[src/rtl/fir_post_pkg.sv]
// Shared constants and requantisation helpers for the FIR post-processing path.
// The helpers are pure functions so the bench reference model uses the very
// same arithmetic definition as the datapath.
package fir_post_pkg;

  localparam int IN_W  = 32;
  localparam int OUT_W = 16;
  localparam int SHIFT = 15;
  localparam int DEPTH = 16;
  localparam int CNT_W = 16;

  // Clamp limits of the signed OUT_W result.
  localparam int SAT_MAX = (32'sd1 <<< (OUT_W - 1)) - 32'sd1;
  localparam int SAT_MIN = -(32'sd1 <<< (OUT_W - 1));

  // Sign-extend to IN_W+1 bits and add half an LSB of the shifted result
  // (round-half-up); the extra bit keeps the addition from overflowing.
  function automatic logic signed [IN_W:0] round_add(input logic [IN_W-1:0] value,
                                                      input int          shift);
    logic signed [IN_W:0] half;
    half = (IN_W + 1)'(32'sd1);
    half = half <<< (shift - 1);
    return $signed({value[IN_W-1], value}) + half;
  endfunction

  // Arithmetic shift of a rounded value and clamp to OUT_W bits.
  // Returns {sat, result}.
  function automatic logic [OUT_W:0] shift_sat(input logic signed [IN_W:0] r1,
                                               input int                   shift);
    logic signed [IN_W:0] t;
    logic signed [IN_W:0] max_v;
    logic signed [IN_W:0] min_v;
    t     = r1 >>> shift;
    max_v = (IN_W + 1)'(SAT_MAX);
    min_v = (IN_W + 1)'(SAT_MIN);
    if (t > max_v) begin
      return {1'b1, 1'b0, {(OUT_W - 1){1'b1}}};
    end else if (t < min_v) begin
      return {1'b1, 1'b1, {(OUT_W - 1){1'b0}}};
    end else begin
      return {1'b0, t[OUT_W-1:0]};
    end
  endfunction

  // Full requantisation of one raw filter sample. Returns {sat, result}.
  function automatic logic [OUT_W:0] round_shift_sat(input logic [IN_W-1:0] value,
                                                     input int              shift);
    return shift_sat(round_add(value, shift), shift);
  endfunction

endpackage

[src/rtl/fir_post_fifo.sv]
// Synchronous FIFO with first-word-fall-through registered output.
// The head entry stays in storage until popped, so level counts it; the
// output register is refreshed from storage one cycle after a write into an
// empty FIFO, and a pop is only honoured while valid_o is high.
module fir_post_fifo #(
  parameter int W     = 16,
  parameter int DEPTH = 16
) (
  input  logic                     clk_i,
  input  logic                     rst_i,
  input  logic                     push_i,
  input  logic [W-1:0]             data_i,
  input  logic                     pop_i,
  output logic [W-1:0]             data_o,
  output logic                     valid_o,
  output logic                     full_o,
  output logic [$clog2(DEPTH):0]   level_o
);

  localparam int PTR_W = $clog2(DEPTH);
  localparam int LVL_W = PTR_W + 1;

  logic [W-1:0]     mem_q [DEPTH];
  logic [PTR_W-1:0] wr_ptr_q, wr_ptr_d;
  logic [PTR_W-1:0] rd_ptr_q, rd_ptr_d;
  logic [LVL_W-1:0] level_q, level_d;
  logic [LVL_W-1:0] left_s;
  logic             valid_q, valid_d;
  logic [W-1:0]     data_q, data_d;
  logic             full_s, pop_ok_s, push_ok_s;

  // Next-state for pointers, occupancy and the head output register.
  always_comb begin
    full_s    = (level_q == LVL_W'(DEPTH));
    pop_ok_s  = pop_i & valid_q;
    push_ok_s = push_i & (~full_s | pop_ok_s);

    if (push_ok_s) begin
      wr_ptr_d = wr_ptr_q + PTR_W'(1);
    end else begin
      wr_ptr_d = wr_ptr_q;
    end

    if (pop_ok_s) begin
      rd_ptr_d = rd_ptr_q + PTR_W'(1);
    end else begin
      rd_ptr_d = rd_ptr_q;
    end

    case ({push_ok_s, pop_ok_s})
      2'b10:   level_d = level_q + LVL_W'(1);
      2'b01:   level_d = level_q - LVL_W'(1);
      default: level_d = level_q;
    endcase

    // Entries left after this cycle's pop, not counting this cycle's write,
    // so a fresh write into an empty FIFO shows up one cycle later.
    left_s  = level_q - {{(LVL_W - 1){1'b0}}, pop_ok_s};
    valid_d = valid_q;
    data_d  = data_q;
    if (!valid_q || pop_ok_s) begin
      valid_d = (left_s != '0);
      if (left_s != '0) begin
        data_d = mem_q[rd_ptr_d];
      end else begin
        data_d = data_q;
      end
    end else begin
      valid_d = valid_q;
      data_d  = data_q;
    end
  end

  // Sample storage; contents need no reset because level gates every read.
  always_ff @(posedge clk_i) begin
    if (push_ok_s) begin
      mem_q[wr_ptr_q] <= data_i;
    end
  end

  // Control and output registers.
  always_ff @(posedge clk_i or posedge rst_i) begin
    if (rst_i) begin
      wr_ptr_q <= '0;
      rd_ptr_q <= '0;
      level_q  <= '0;
      valid_q  <= 1'b0;
      data_q   <= '0;
    end else begin
      wr_ptr_q <= wr_ptr_d;
      rd_ptr_q <= rd_ptr_d;
      level_q  <= level_d;
      valid_q  <= valid_d;
      data_q   <= data_d;
    end
  end

  assign data_o  = data_q;
  assign valid_o = valid_q;
  assign full_o  = full_s;
  assign level_o = level_q;

endmodule

[src/rtl/fir_requant_fifo.sv]
// Requantises the FIR's full-precision stream (round, shift, saturate) in a
// two-stage pipeline and buffers it toward an AXI-Stream master. The input
// cannot be stalled, so samples arriving at a full FIFO with no pop are
// dropped and flagged. Widths follow the fir_post_pkg helpers.
module fir_requant_fifo #(
  parameter int IN_W  = fir_post_pkg::IN_W,
  parameter int OUT_W = fir_post_pkg::OUT_W,
  parameter int SHIFT = fir_post_pkg::SHIFT,
  parameter int DEPTH = fir_post_pkg::DEPTH,
  parameter int CNT_W = fir_post_pkg::CNT_W
) (
  input  logic                   aclk,
  input  logic                   areset,
  input  logic [IN_W-1:0]        s_axis_tdata,
  input  logic                   s_axis_tvalid,
  output logic [OUT_W-1:0]       m_axis_tdata,
  output logic                   m_axis_tvalid,
  input  logic                   m_axis_tready,
  output logic [$clog2(DEPTH):0] fifo_level,
  output logic                   overflow,
  output logic [CNT_W-1:0]       sat_count,
  input  logic                   clr_status
);

  import fir_post_pkg::*;

  logic                 s1_valid_q;
  logic signed [IN_W:0] s1_data_q;
  logic                 s2_valid_q;
  logic                 s2_sat_q;
  logic [OUT_W-1:0]     s2_data_q;

  logic                 full_s, pop_s, push_s, drop_s, sat_ev_s;
  logic                 overflow_q, overflow_d;
  logic [CNT_W-1:0]     sat_count_q, sat_count_d;

  // Stage 1 adds the rounding offset; stage 2 shifts and clamps.
  always_ff @(posedge aclk or posedge areset) begin
    if (areset) begin
      s1_valid_q <= 1'b0;
      s1_data_q  <= '0;
      s2_valid_q <= 1'b0;
      s2_sat_q   <= 1'b0;
      s2_data_q  <= '0;
    end else begin
      s1_valid_q <= s_axis_tvalid;
      if (s_axis_tvalid) begin
        s1_data_q <= round_add(s_axis_tdata, SHIFT);
      end
      s2_valid_q <= s1_valid_q;
      if (s1_valid_q) begin
        {s2_sat_q, s2_data_q} <= shift_sat(s1_data_q, SHIFT);
      end
    end
  end

  // A full FIFO still accepts a write when the head leaves in the same cycle.
  assign pop_s    = m_axis_tvalid & m_axis_tready;
  assign push_s   = s2_valid_q & (~full_s | pop_s);
  assign drop_s   = s2_valid_q & full_s & ~pop_s;
  assign sat_ev_s = s2_valid_q & s2_sat_q;

  fir_post_fifo #(
    .W     (OUT_W),
    .DEPTH (DEPTH)
  ) u_fifo (
    .clk_i   (aclk),
    .rst_i   (areset),
    .push_i  (push_s),
    .data_i  (s2_data_q),
    .pop_i   (pop_s),
    .data_o  (m_axis_tdata),
    .valid_o (m_axis_tvalid),
    .full_o  (full_s),
    .level_o (fifo_level)
  );

  // Sticky status next-state; a clear still records this cycle's events.
  always_comb begin
    overflow_d  = overflow_q;
    sat_count_d = sat_count_q;
    if (clr_status) begin
      overflow_d = drop_s;
      if (sat_ev_s) begin
        sat_count_d = CNT_W'(1);
      end else begin
        sat_count_d = '0;
      end
    end else begin
      overflow_d = overflow_q | drop_s;
      if (sat_ev_s && (sat_count_q != '1)) begin
        sat_count_d = sat_count_q + CNT_W'(1);
      end else begin
        sat_count_d = sat_count_q;
      end
    end
  end

  // Status registers.
  always_ff @(posedge aclk or posedge areset) begin
    if (areset) begin
      overflow_q  <= 1'b0;
      sat_count_q <= '0;
    end else begin
      overflow_q  <= overflow_d;
      sat_count_q <= sat_count_d;
    end
  end

  assign overflow  = overflow_q;
  assign sat_count = sat_count_q;

endmodule

[config.mk]
export PLATFORM = sky130hd
export DESIGN_NAME = fir_requant_fifo
export DESIGN_NICKNAME = d
export VERILOG_FILES = /design/src/rtl/fir_post_pkg.sv /design/src/rtl/fir_post_fifo.sv /design/src/rtl/fir_requant_fifo.sv
export SDC_FILE = /design/constraint.sdc
export NUM_CORES = 1
export LEC_CHECK = 0
export BUFFER_PORTS_ARGS = -buffer_cell sky130_fd_sc_hd__buf_2
export CAP_MARGIN = 30
export CORE_UTILIZATION = 25
export DETAILED_ROUTE_END_ITERATION = 10
export PLACE_DENSITY_LB_ADDON = 0.05
export RECOVER_POWER = 100
export REMOVE_ABC_BUFFERS = 1
export SYNTH_ARGS = -nofsm -noshare
export SYNTH_HDL_FRONTEND = slang
export SYNTH_SLANG_ARGS = --single-unit
[constraint.sdc]
create_clock -name aclk -period 3.5 [get_ports aclk]
set_input_delay 0.35 -clock aclk [delete_from_list [all_inputs] [get_ports aclk]]
set_output_delay 0.35 -clock aclk [all_outputs]
set_load 0.02 [all_outputs]
== Word level (Yosys, flattened, before mapping) ==
Memory sizes are Yosys's and may differ from the RTL's. A register that Yosys moved wholly into a read port is not among the register bits.
Index checks and enable logic that the tools add are counted.
Word-level totals
  bits in registers: 83
  RAM bits: 256
  bits of input ports: 37
  output and inout bits: 39
  memories kept: 1
Memory list
  u_fifo.mem_q: depth 16, bits a word 16, read ports 1, clocked after Yosys merged registers in 1, write ports 1, RTL line fir_post_fifo.sv:23  | logic [W-1:0] mem_q [DEPTH];
Operators by class
  add/sub/neg operators: 7
  order comparisons: 2
  eq/ne operators: 4
  mux-type cells: 10
  bitwise gates (word level): 12
  reductions and logical operators: 7
Operators by type and width (count)
  two-way mux 17 bit: 2
  adder 32 x 16 -> 33 bit, second input constant: 1
  two-way mux 16 bit: 2
  greater-than comparator 18 x 16 -> 1 bit, second input constant: 1
  less-than comparator 18 x 16 -> 1 bit, second input constant: 1
  adder 16 x 1 -> 16 bit, second input constant: 1
  != test 16 bit, second input constant: 1
  one-hot mux 5 bit (2 select lines): 1
  adder 4 x 1 -> 4 bit, second input constant: 2
  AND 1 bit: 7
  adder 5 x 1 -> 5 bit, second input constant: 1
  == test 5 bit, second input constant: 1
  nonzero test 5 bit: 1
  subtractor 5 x 1 -> 5 bit: 1
  subtractor 5 x 1 -> 5 bit, second input constant: 1
  two-way mux 1 bit: 4
  two-way mux 4 bit: 1
  nonzero test 2 bit: 2
  bitwise OR 1 bit: 3
  == test 2 x 1 -> 1 bit, second input constant: 1
  == test 2 bit, second input constant: 1
  NOT 1 bit: 2
  AND reduction 2 bit: 1
  logical AND 1 bit: 1
  2 further kinds: 2

== Longest topological paths before layout ==
Gate-level depths: netlist of the first run.
  depth after elaboration: 7
  depth in mapped cells: 17
  depth with buffers taken out: 13

== Modules after synthesis ==
Synthesis of the first run repeated with hierarchy kept, for this count alone.
Unflattened totals
  cells, all modules: 1073
  area, all modules: 15254.6 um2
By module, submodules not included
  fir_post_fifo: times used 1, cells an instance 775, area an instance 12518.3 um2
  fir_requant_fifo: times used 1, cells an instance 298, area an instance 2736.4 um2

== Worst setup path after synthesis of the first run ==
No wires, ideal clock.
  kind: register -> register
  from: register u_fifo.valid_q, in the netlist u_fifo.valid_o
  to: register u_fifo.level_q[4], in the netlist u_fifo.level_o[4]
  arrival time: 3.124 ns
  setup slack: 0.244 ns
  stages on the path, launching flop included: 18
  buffers on the path: 4
  cell sequence: dfrtp_1 -> buf_6 -> nand2_2 -> clkbuf_1 -> nand4_1 -> and2_1 -> clkbuf_1 -> inv_1 -> ha_1 -> clkbuf_1 -> xor2_1 -> ha_1 -> o21a_1 -> o22a_1 -> a21oi_1 -> xor2_1 -> nor2_1 -> xor2_1
Between the ends
  word-level cells in the longest chain between the ends: 6
  elaborated cells between the ends (all ways): 10
Ends and longest elaborated chain
  from (decl): RTL line fir_post_fifo.sv:28  | logic valid_q, valid_d;
  from (signal assigned): RTL line fir_post_fifo.sv:93  | valid_q <= valid_d;
  AND 1 bit: RTL line fir_requant_fifo.sv:58  | assign pop_s = m_axis_tvalid & m_axis_tready;
  bitwise OR 1 bit / AND 1 bit (equally long branches): RTL line fir_requant_fifo.sv:59, fir_post_fifo.sv:35
  AND 1 bit / bitwise OR 1 bit (equally long branches): RTL line fir_requant_fifo.sv:59, fir_post_fifo.sv:36
  AND 1 bit: RTL line fir_post_fifo.sv:36  | push_ok_s = push_i & (~full_s | pop_ok_s);
  == test 2 x 1 -> 1 bit / == test 2 bit (equally long branches): RTL line fir_post_fifo.sv:50  | case ({push_ok_s, pop_ok_s})
  one-hot mux 5 bit (2 select lines) / nonzero test 2 bit (equally long branches)
  to (signal assigned): RTL line fir_post_fifo.sv:92  | level_q <= level_d;
  to (decl): RTL line fir_post_fifo.sv:26  | logic [LVL_W-1:0] level_q, level_d;
Several ways; a longest one is shown, not always the timed one.
A chain may end at the register's enable or synchronous reset.

== Final worst setup path of the first run ==
  from: register u_fifo.rd_ptr_q[0]
  to: register u_fifo.data_q[5], in the netlist u_fifo.data_o[5] (read register of u_fifo.mem_q)
Between the ends
  word-level cells in the longest chain between the ends: 2
Ends and longest elaborated chain
  from (decl): RTL line fir_post_fifo.sv:25  | logic [PTR_W-1:0] rd_ptr_q, rd_ptr_d;
  from (signal assigned): RTL line fir_post_fifo.sv:91  | rd_ptr_q <= rd_ptr_d;
  adder 4 x 1 -> 4 bit: RTL line fir_post_fifo.sv:45  | rd_ptr_d = rd_ptr_q + PTR_W'(1);
  two-way mux 4 bit (*): RTL line fir_post_fifo.sv:44  | if (pop_ok_s) begin
  to (decl): RTL line fir_post_fifo.sv:29  | logic [W-1:0] data_q, data_d;
Mark *: on every way between the ends. The rest lies on a longest branch, timed or not.

==> results by group, run 1 <==
Synthesis
  • Top_reg_cell synth: edfxtp_1
  • Post-synth top area share: 53.45%
  • Mapped Avg Cell Area: 14.10 um2
  • Post-synth EDFFs: 256
  • Number of library cell types mapped by synthesis: 55
  • Area leader, netlist: edfxtp_1
  • Synthesized instance count: 1020
  • Sequential fraction of the synthesis area: 68.07%
  • Most instantiated cells after synthesis: 256 x edfxtp_1, 122 x nand2_1, 84 x dfrtp_1, 79 x nand3_1, 51 x nor2_1
  • Synth warn: 0
  • Synthesized area: 14380 um2
  • Flops & latches, synth: 340
  • Count leader, synth: edfxtp_1
  • Post-synth ARST share: 24.71%
  • Main area contributors after synthesis: edfxtp_1 53%, dfrtp_1 15%, mux4_2 5.5%

Detailed routing
  • Vias/cell: 4.473
  • Routed WL: 40070 um
  • Via count: 8561
  • 1st-iter DRT viols: 467
  • Residual DRC: 0
  • Antenna Nets Post-Route: 0
  • Pre-Repair DR Iteration Count: 4
  • DR WL/cell: 20.93 um

Timing
  • Fin. max-slew vios: 55
  • Minimum clock period: 3.132 ns
  • RSZ-0062 raised after global routing: no
  • Setup-failing EPs final: 0
  • Slew Limit Headroom: -75.13%
  • Worst clock skew: 0.01311 ns
  • Worst-Margin Slew: 2.627 ns
  • Hold violation count in the final report: 0
  • Fmax achieved: 0.3193 GHz
  • Final critical-path share of the clock period: 89.48%
  • Final WS setup: 0.3683 ns

Placed design
  • PortBufs: 61
  • Final Wtd Congestion: 0.6896
  • Post-Place Cells: 1838
  • Post-Place Setup Slack: 0.4659 ns
  • DP HPWL: 25250 um
  • DP Area: 15840 um2

Floorplanning
  • Row Count: 87
  • Core Area: 56600 um2
  • # IOs: 76
  • Die X: 241.8 um
  • Initial core utilization: 25.41%
  • Area of the die: 58490 um2
  • DIE HEIGHT: 241.8 um

Clocking
  • H-tree depth: 2
  • Setup bufs post-CTS: 0
  • Num CTS Buffers: 41
  • Post-cts resize count: 0
  • Clock sink count: 340
  • Reg clk slew, reported paths: 0.06 ns
  • Skew-Pair Late Insertion Delay: 0.56 ns
  • CTS tree: built
  • CTS max path bufs: 3
  • Root buffer cell: clkbuf_16

Global routing
  • First-pass GRT wire length: 60730 um
  • Gr ovfl total: 0
  • Largest net degree at the start of global routing: 56
  • Vias in the first global route: 8877
  • Total Routing Usage GR: 14.00%
  • Initial antenna violation count: 0

Critical path
  • Setup slack, reg-to-reg: 0.37 ns
  • CP Capture Type: flip-flop
  • Worst EP required: 3.93 ns
  • WS Path Type: reg -> reg
  • Critical-path maximum fanout: 23
  • Worst reg-to-reg path cell count: 7
  • CP Launch Type: flip-flop
  • WP data arrival: 3.56 ns

Layout
  • Share of cells above drive strength 1: 15.20%
  • Final Cell Area: 17100 um2
  • Nets: 1175
  • Final Non-Filler Cells: 1914
  • Diode count: 0
  • Layout area overhead: 18.89%

Pwr
  • Pwr/cell area: 838.0 nW/um2
  • Worst IR drop on VDD: 0.0003263 V
  • Leakage: 5.990 nW

Hold path
  • Hold Crit Depth: 3
  • HP Class: in -> reg

Run status
  • Failing checks: capacitance limit, slew limit
  • Status: complete, but fails checks

Job
  • Total of max-cap violations: 1
-- cells by family (layout without fill, tap and decap cells) --
family	Yosys count	count (layout)	synth area share (%)
buffers and inverters	89	227	2.862
XOR/XNOR	40	40	2.619
multiplexers	69	69	7.891
AND/OR/NAND/NOR	335	335	11.01
AO/OA/AOI/OAI	135	135	6.499
flip-flops	340	340	68.07
adder cells (fa/ha/maj)	12	12	1.044
-- through the flow --
stage | total power [W] | TNS (ns) | hold slack [ns] | utilization [%]
floorplan | 0.008101 | -17.71 | 0.3814 | -
global placement | 0.01031 | 0 | 0.4691 | 27.95
detailed placement | 0.01032 | 0 | 0.4666 | 27.98
CTS | 0.01471 | 0 | 0.06934 | 30.40
global route | 0.01520 | 0 | 0.1059 | 30.21
finish | 0.01433 | 0 | 0.1004 | 30.21
-- registers in the layout (all words and copies together) (netlist names) --
signal / cells
sat_count: 16
s2_valid_q: 1
overflow: 1
u_fifo.wr_ptr_q: 4
u_fifo.mem_q: 256
u_fifo.valid_o: 1
s1_valid_q: 1
u_fifo.data_o: 16
s2_data_q: 16
u_fifo.level_o: 5
s1_data_q: 18
s2_sat_q: 1
u_fifo.rd_ptr_q: 4
-- worst paths after layout --
check,start,end
worst max-delay path,u_fifo.rd_ptr_q[0],u_fifo.data_o[5]
worst min-delay path,s_axis_tdata[30],s1_data_q[30]
worst max register to register,u_fifo.rd_ptr_q[0],u_fifo.data_o[5]
worst min register to register,u_fifo.data_o[12],u_fifo.data_o[12]
max in group asynchronous,areset,u_fifo.data_o[1]
min in group asynchronous,areset,s1_data_q[31]
-- worst max-delay path, stage by stage, from the launching register on --
cell and delay [ns]:
dfrtp_1 0.34, clkbuf_1 0.93, xnor2_4 0.20, buf_12 0.19, buf_12 0.22, mux4_2 0.53, o2111ai_1 0.43, nand3_1 0.12
-- power by group --
| part | internal [W] | switching (W) | total [W] |
|---|---|---|---|
| logic | 0.00174 | 0.00284 | 0.00458 |
| clock network | 0.00260 | 0.00172 | 0.00431 |
| registers | 0.00501 | 0.000432 | 0.00544 |
| total | 0.00934 | 0.00498 | 0.0143 |
-- cell usage in the layout (no fill, tap or decap), drive strengths merged, types with 28 or more instances in the layout --
| cell type | n |
|---|---|
| edfxtp | 256 |
| nand2 | 123 |
| clkbuf | 118 |
| dfrtp | 84 |
| nand3 | 79 |
| buf | 60 |
| nor2 | 52 |
| mux4 | 35 |
| o2111ai | 31 |
| inv | 31 |
| mux2i | 29 |
| o21ai | 28 |
-- layout make-up --
cell class,instances,area [um2]
tap,756,945.9
multi-input combinational,591,4192
inverter,32,122.6
clock buffer,59,1237
fill,5774,39510
clock inverter,16,125.1
sequential,340,9789
timing repair buffer,120,685.7
-- repair_timing --
item,4_1_cts,5_1_grt
hold endpoints to repair,19,0
setup endpoints to repair,0,0
hold buffers,1,0
-- routing by layer --
metal  vias to the layer above  wire, um  track usage (%)
li1                       4070         -                -
met1                      4309     19280            19.88
met2                       127     18650            22.08
met5                         -         0                0
met4                         0       678            3.313
met3                        55      1457            2.508
(Power assumes the default switching activity.)
==> run 2: changes to the inputs <==
--- a/config.mk
+++ b/config.mk
@@ -5,6 +5,7 @@
 export SDC_FILE = /design/constraint.sdc
 export NUM_CORES = 1
 export LEC_CHECK = 0
+export ABC_AREA = 1
 export BUFFER_PORTS_ARGS = -buffer_cell sky130_fd_sc_hd__buf_2
 export CAP_MARGIN = 30
 export CORE_UTILIZATION = 25
==> run 2 against run 1 <==
Compared with the run above:
- the flow still finishes with violations (capacitance limit, slew limit)
- critical path depth grew 1
- count of clock-buffer cells in the layout is the same
- combinational power grew 14%
- setup slack gained 0.22 ns
- largest power group unchanged
==> results by group, run 2 <==
Synthesis
  • Number of library cell types mapped by synthesis: 34 (-38%)
  • Post-synth EDFFs: 256 (unchanged)
  • Synth warn: 0 (unchanged)
  • Post-synth ARST share: 24.71% (unchanged)
  • Post-synth top area share: 49.76% (-3.7 points)
  • Synthesized instance count: 1529 (+50%)
  • Top_reg_cell synth: edfxtp_1
  • Main area contributors after synthesis: edfxtp_1 50%, dfrtp_1 14%, nand3_1 9.2%
  • Synthesized area: 15450 um2 (+7.4%)
  • Area leader, netlist: edfxtp_1
  • Mapped Avg Cell Area: 10.10 um2 (-28%)
  • Count leader, synth: nand2_1
  • Flops & latches, synth: 340 (unchanged)
  • Most instantiated cells after synthesis: 346 x nand2_1, 284 x nand3_1, 256 x edfxtp_1, 209 x inv_1, 100 x nand3b_1
  • Sequential fraction of the synthesis area: 63.36% (-4.7 points)

Critical path
  • Crit-path max cell delay: 0.65 ns (-0.28 ns)
  • WS Path Type: reg -> reg
  • CP Launch Type: flip-flop
  • RR Endpoint: u_fifo.mem_q[14][12]
  • Critical-path maximum fanout: 16 (-30%)
  • CP max stage cell: clkbuf_2
  • Crit. Startpoint: u_fifo.valid_o
  • Critical Path End: u_fifo.mem_q[14][12]
  • Setup slack, reg-to-reg: 0.59 ns (+0.22 ns)
  • Buf/Inv on CP: 3 (unchanged)
  • CP Capture Type: flip-flop
  • Crit-path leading delay family: buffers and inverters
  • Worst reg-to-reg path cell count: 8 (+1)
  • WP data arrival: 3.08 ns (-0.48 ns)
  • Crit path cell chain: nand2_1, inv_1, nor2_1, nor2_1, clkbuf_1, nand2_1, nor2_2, clkbuf_2
  • Worst EP required: 3.68 ns (-0.25 ns)
  • Instance count on the critical path: 8 (+1)
  • Reg2reg start: u_fifo.valid_o

Global routing
  • Total Routing Usage GR: 14.93% (+0.93 points)
  • Gr ovfl total: 0 (unchanged)
  • Vias in the first global route: 10700 (+20%)
  • Largest net degree at the start of global routing: 129 (+130%)
  • Initial antenna violation count: 1 (+1)
  • First-pass GRT wire length: 69580 um (+15%)

Timing
  • Worst-Margin Slew: 1.676 ns (-0.9513 ns)
  • Minimum clock period: 2.907 ns (-0.2244 ns)
  • Fin. max-slew vios: 57 (+3.6%)
  • Hold violation count in the final report: 0 (unchanged)
  • Fmax achieved: 0.3440 GHz (+7.7%)
  • Setup TNS Final: 0 ns (unchanged)
  • Setup-failing EPs final: 0 (unchanged)
  • Slew Limit Headroom: -11.71% (+63 points)
  • RSZ-0062 raised after global routing: no
  • Final WS setup: 0.5927 ns (+0.2244 ns)
  • Final critical-path share of the clock period: 83.07% (-6.4 points)
  • Worst clock skew: 0.02730 ns (+0.01419 ns)
  • WHS: 0.05045 ns (-0.04998 ns)

Detailed routing
  • Pre-Repair DR Iteration Count: 8 (+4)
  • Residual DRC: 0 (unchanged)
  • 1st-iter DRT viols: 553 (+18%)
  • Routed WL: 46100 um (+15%)
  • DR WL/cell: 19.09 um (-8.8%)
  • Antenna Nets Post-Route: 0 (unchanged)
  • Via count: 10680 (+25%)
  • Vias/cell: 4.421 (-1.2%)

Job
  • Total of max-cap violations: 1 (unchanged)

Clocking
  • H-tree depth: 2 (unchanged)
  • Clock sink count: 340 (unchanged)
  • Setup bufs post-CTS: 0 (unchanged)
  • CTS tree: built
  • Num CTS Buffers: 43 (+4.9%)
  • Skew-Pair Late Insertion Delay: 0.57 ns (about the same)
  • Hold Buf Count CTS: 1 (unchanged)
  • Root buffer cell: clkbuf_16
  • Reg clk slew, reported paths: 0.06 ns (about the same)
  • CTS max path bufs: 3 (unchanged)
  • Post-cts resize count: 0 (unchanged)

Layout
  • Commonest non-fill, non-tap cells in the layout: 344 x nand2_1, 284 x nand3_1, 256 x edfxtp_1
  • Largest regs: u_fifo.mem_q x256, s1_data_q x18
  • Layout area overhead: 16.90%
  • Max reg flops: 256 (unchanged)
  • Nets: 1649 (+40%)
  • Final Cell Area: 18060 um2 (+5.6%)
  • Fill cell count: 6325 (+9.5%)
  • Share of cells above drive strength 1: 7.414% (-7.8 points)
  • Most common cell after layout, fill and taps aside: nand2_1
  • Top reg by flops: u_fifo.mem_q

Placed design
  • PortBufs: 61 (unchanged)
  • DP HPWL: 26250 um (+3.9%)
  • Final Wtd Congestion: 0.7477 (+8.4%)
  • DP Area: 16930 um2 (+6.9%)
  • Post-Place Setup Slack: 0.7949 ns (+0.3291 ns)

Floorplanning
  • Area of the die: 62800 um2 (+7.4%)
  • Core Area: 60700 um2 (+7.2%)
  • Die X: 250.6 um (+3.6%)
  • Row Count: 90 (+3.4%)
  • Initial core utilization: 25.45% (+0.048 points)
  • # IOs: 76 (unchanged)
  • DIE HEIGHT: 250.6 um (+3.6%)

Pwr
  • Internal Power: 0.009004 W (-3.6%)
  • Worst IR drop on VDD: 0.0003996 V (+22%)
  • Leakage: 7.437 nW (+24%)
  • Pwr/cell area: 819.0 nW/um2 (-2.3%)
  • Switching share of power: 39.13% (+4.4 points)
  • Total power: 0.01479 W (+3.3%)
  • Clk pwr share: 28.2% (-1.9 points)
  • Sequential Power Share: 36.5% (-1.5 points)
  • Switch Pwr: 0.005789 W (+16%)
  • Comb pwr share: 35.4% (+3.5 points)

Run status
  • Failing checks: capacitance limit, slew limit
  • Status: complete, but fails checks

Hold path
  • HP Class: in -> reg
[run 2: cell count changes in the layout (fill, tap and decap cells not counted), moves of 31 or more]
| cell | before | now |
|---|---|---|
| inv_1 | 29 | 210 |
| mux4_2 | 35 | 0 |
| nand2_1 | 122 | 344 |
| nand3_1 | 79 | 284 |
| nand3b_1 | 15 | 100 |
| o2111ai_1 | 31 | 0 |
[run 2: worst min-delay path by stage]
stage,from,end,slack [ns],depth (start not counted)
floorplan,s_axis_tvalid,s1_valid_q,0.38,0
global placement,s1_valid_q,s2_valid_q,0.40,0
detailed placement,areset,s1_data_q[31],0.29,2
CTS,m_axis_tready,u_fifo.valid_o,0.01,2
global route,m_axis_tready,u_fifo.valid_o,0.03,2
finish,m_axis_tready,u_fifo.valid_o,0.05,2
[run 2: logic make-up (layout without fill, tap and decap cells)]
logic type / after synthesis / in the layout / synth area share [%]
AO/OA/AOI/OAI: 58 / 58 / 2.138
XOR/XNOR: 23 / 23 / 1.352
adder cells (fa/ha/maj): 12 / 12 / 0.9718
buffers and inverters: 289 / 392 / 7.434
flip-flops: 340 / 340 / 63.36
other: 0 / 1 / 0
AND/OR/NAND/NOR: 807 / 807 / 24.74
[run 2: metal layers]
metal	GRT usage, %	vias up	routed length, um
met2	25.31	157	22050
met5	0	-	0
met3	2.099	45	1474
li1	-	5275	-
met1	19.92	5200	21870
met4	3.786	0	699
[run 2: final cells by class]
cell class / instances / area [um2] / share of cell area, %
diodes: 1 / 2.502 / 0.01386
clock buffers: 59 / 1156 / 6.401
clock inverters: 18 / 132.6 / 0.7343
inverters: 213 / 800.8 / 4.434
multi-input cells: 900 / 4554 / 25.22
flip-flops and latches: 340 / 9789 / 54.20
well taps: 782 / 978.4 / 5.417
repair buffers: 102 / 646.9 / 3.582
[run 2: metrics by stage]
stage / std cells / utilization, %
after CTS: 2414 / 30.03
final: 2415 / 29.76
after global placement: 2335 / 27.84
after global routing: 2414 / 29.75
after detailed placement: 2336 / 27.89
after floorplan: 1453 / -
[run 2: power groups by stage]
stage          Clock, W  Sequential (W)  Combinational, W
6_report        0.00417         0.00539           0.00523
5_1_grt         0.00447         0.00547           0.00584
4_1_cts         0.00434         0.00540           0.00552
3_5_place_dp          0         0.00548           0.00550
3_3_place_gp          0         0.00547           0.00553
2_1_floorplan         0         0.00549           0.00309
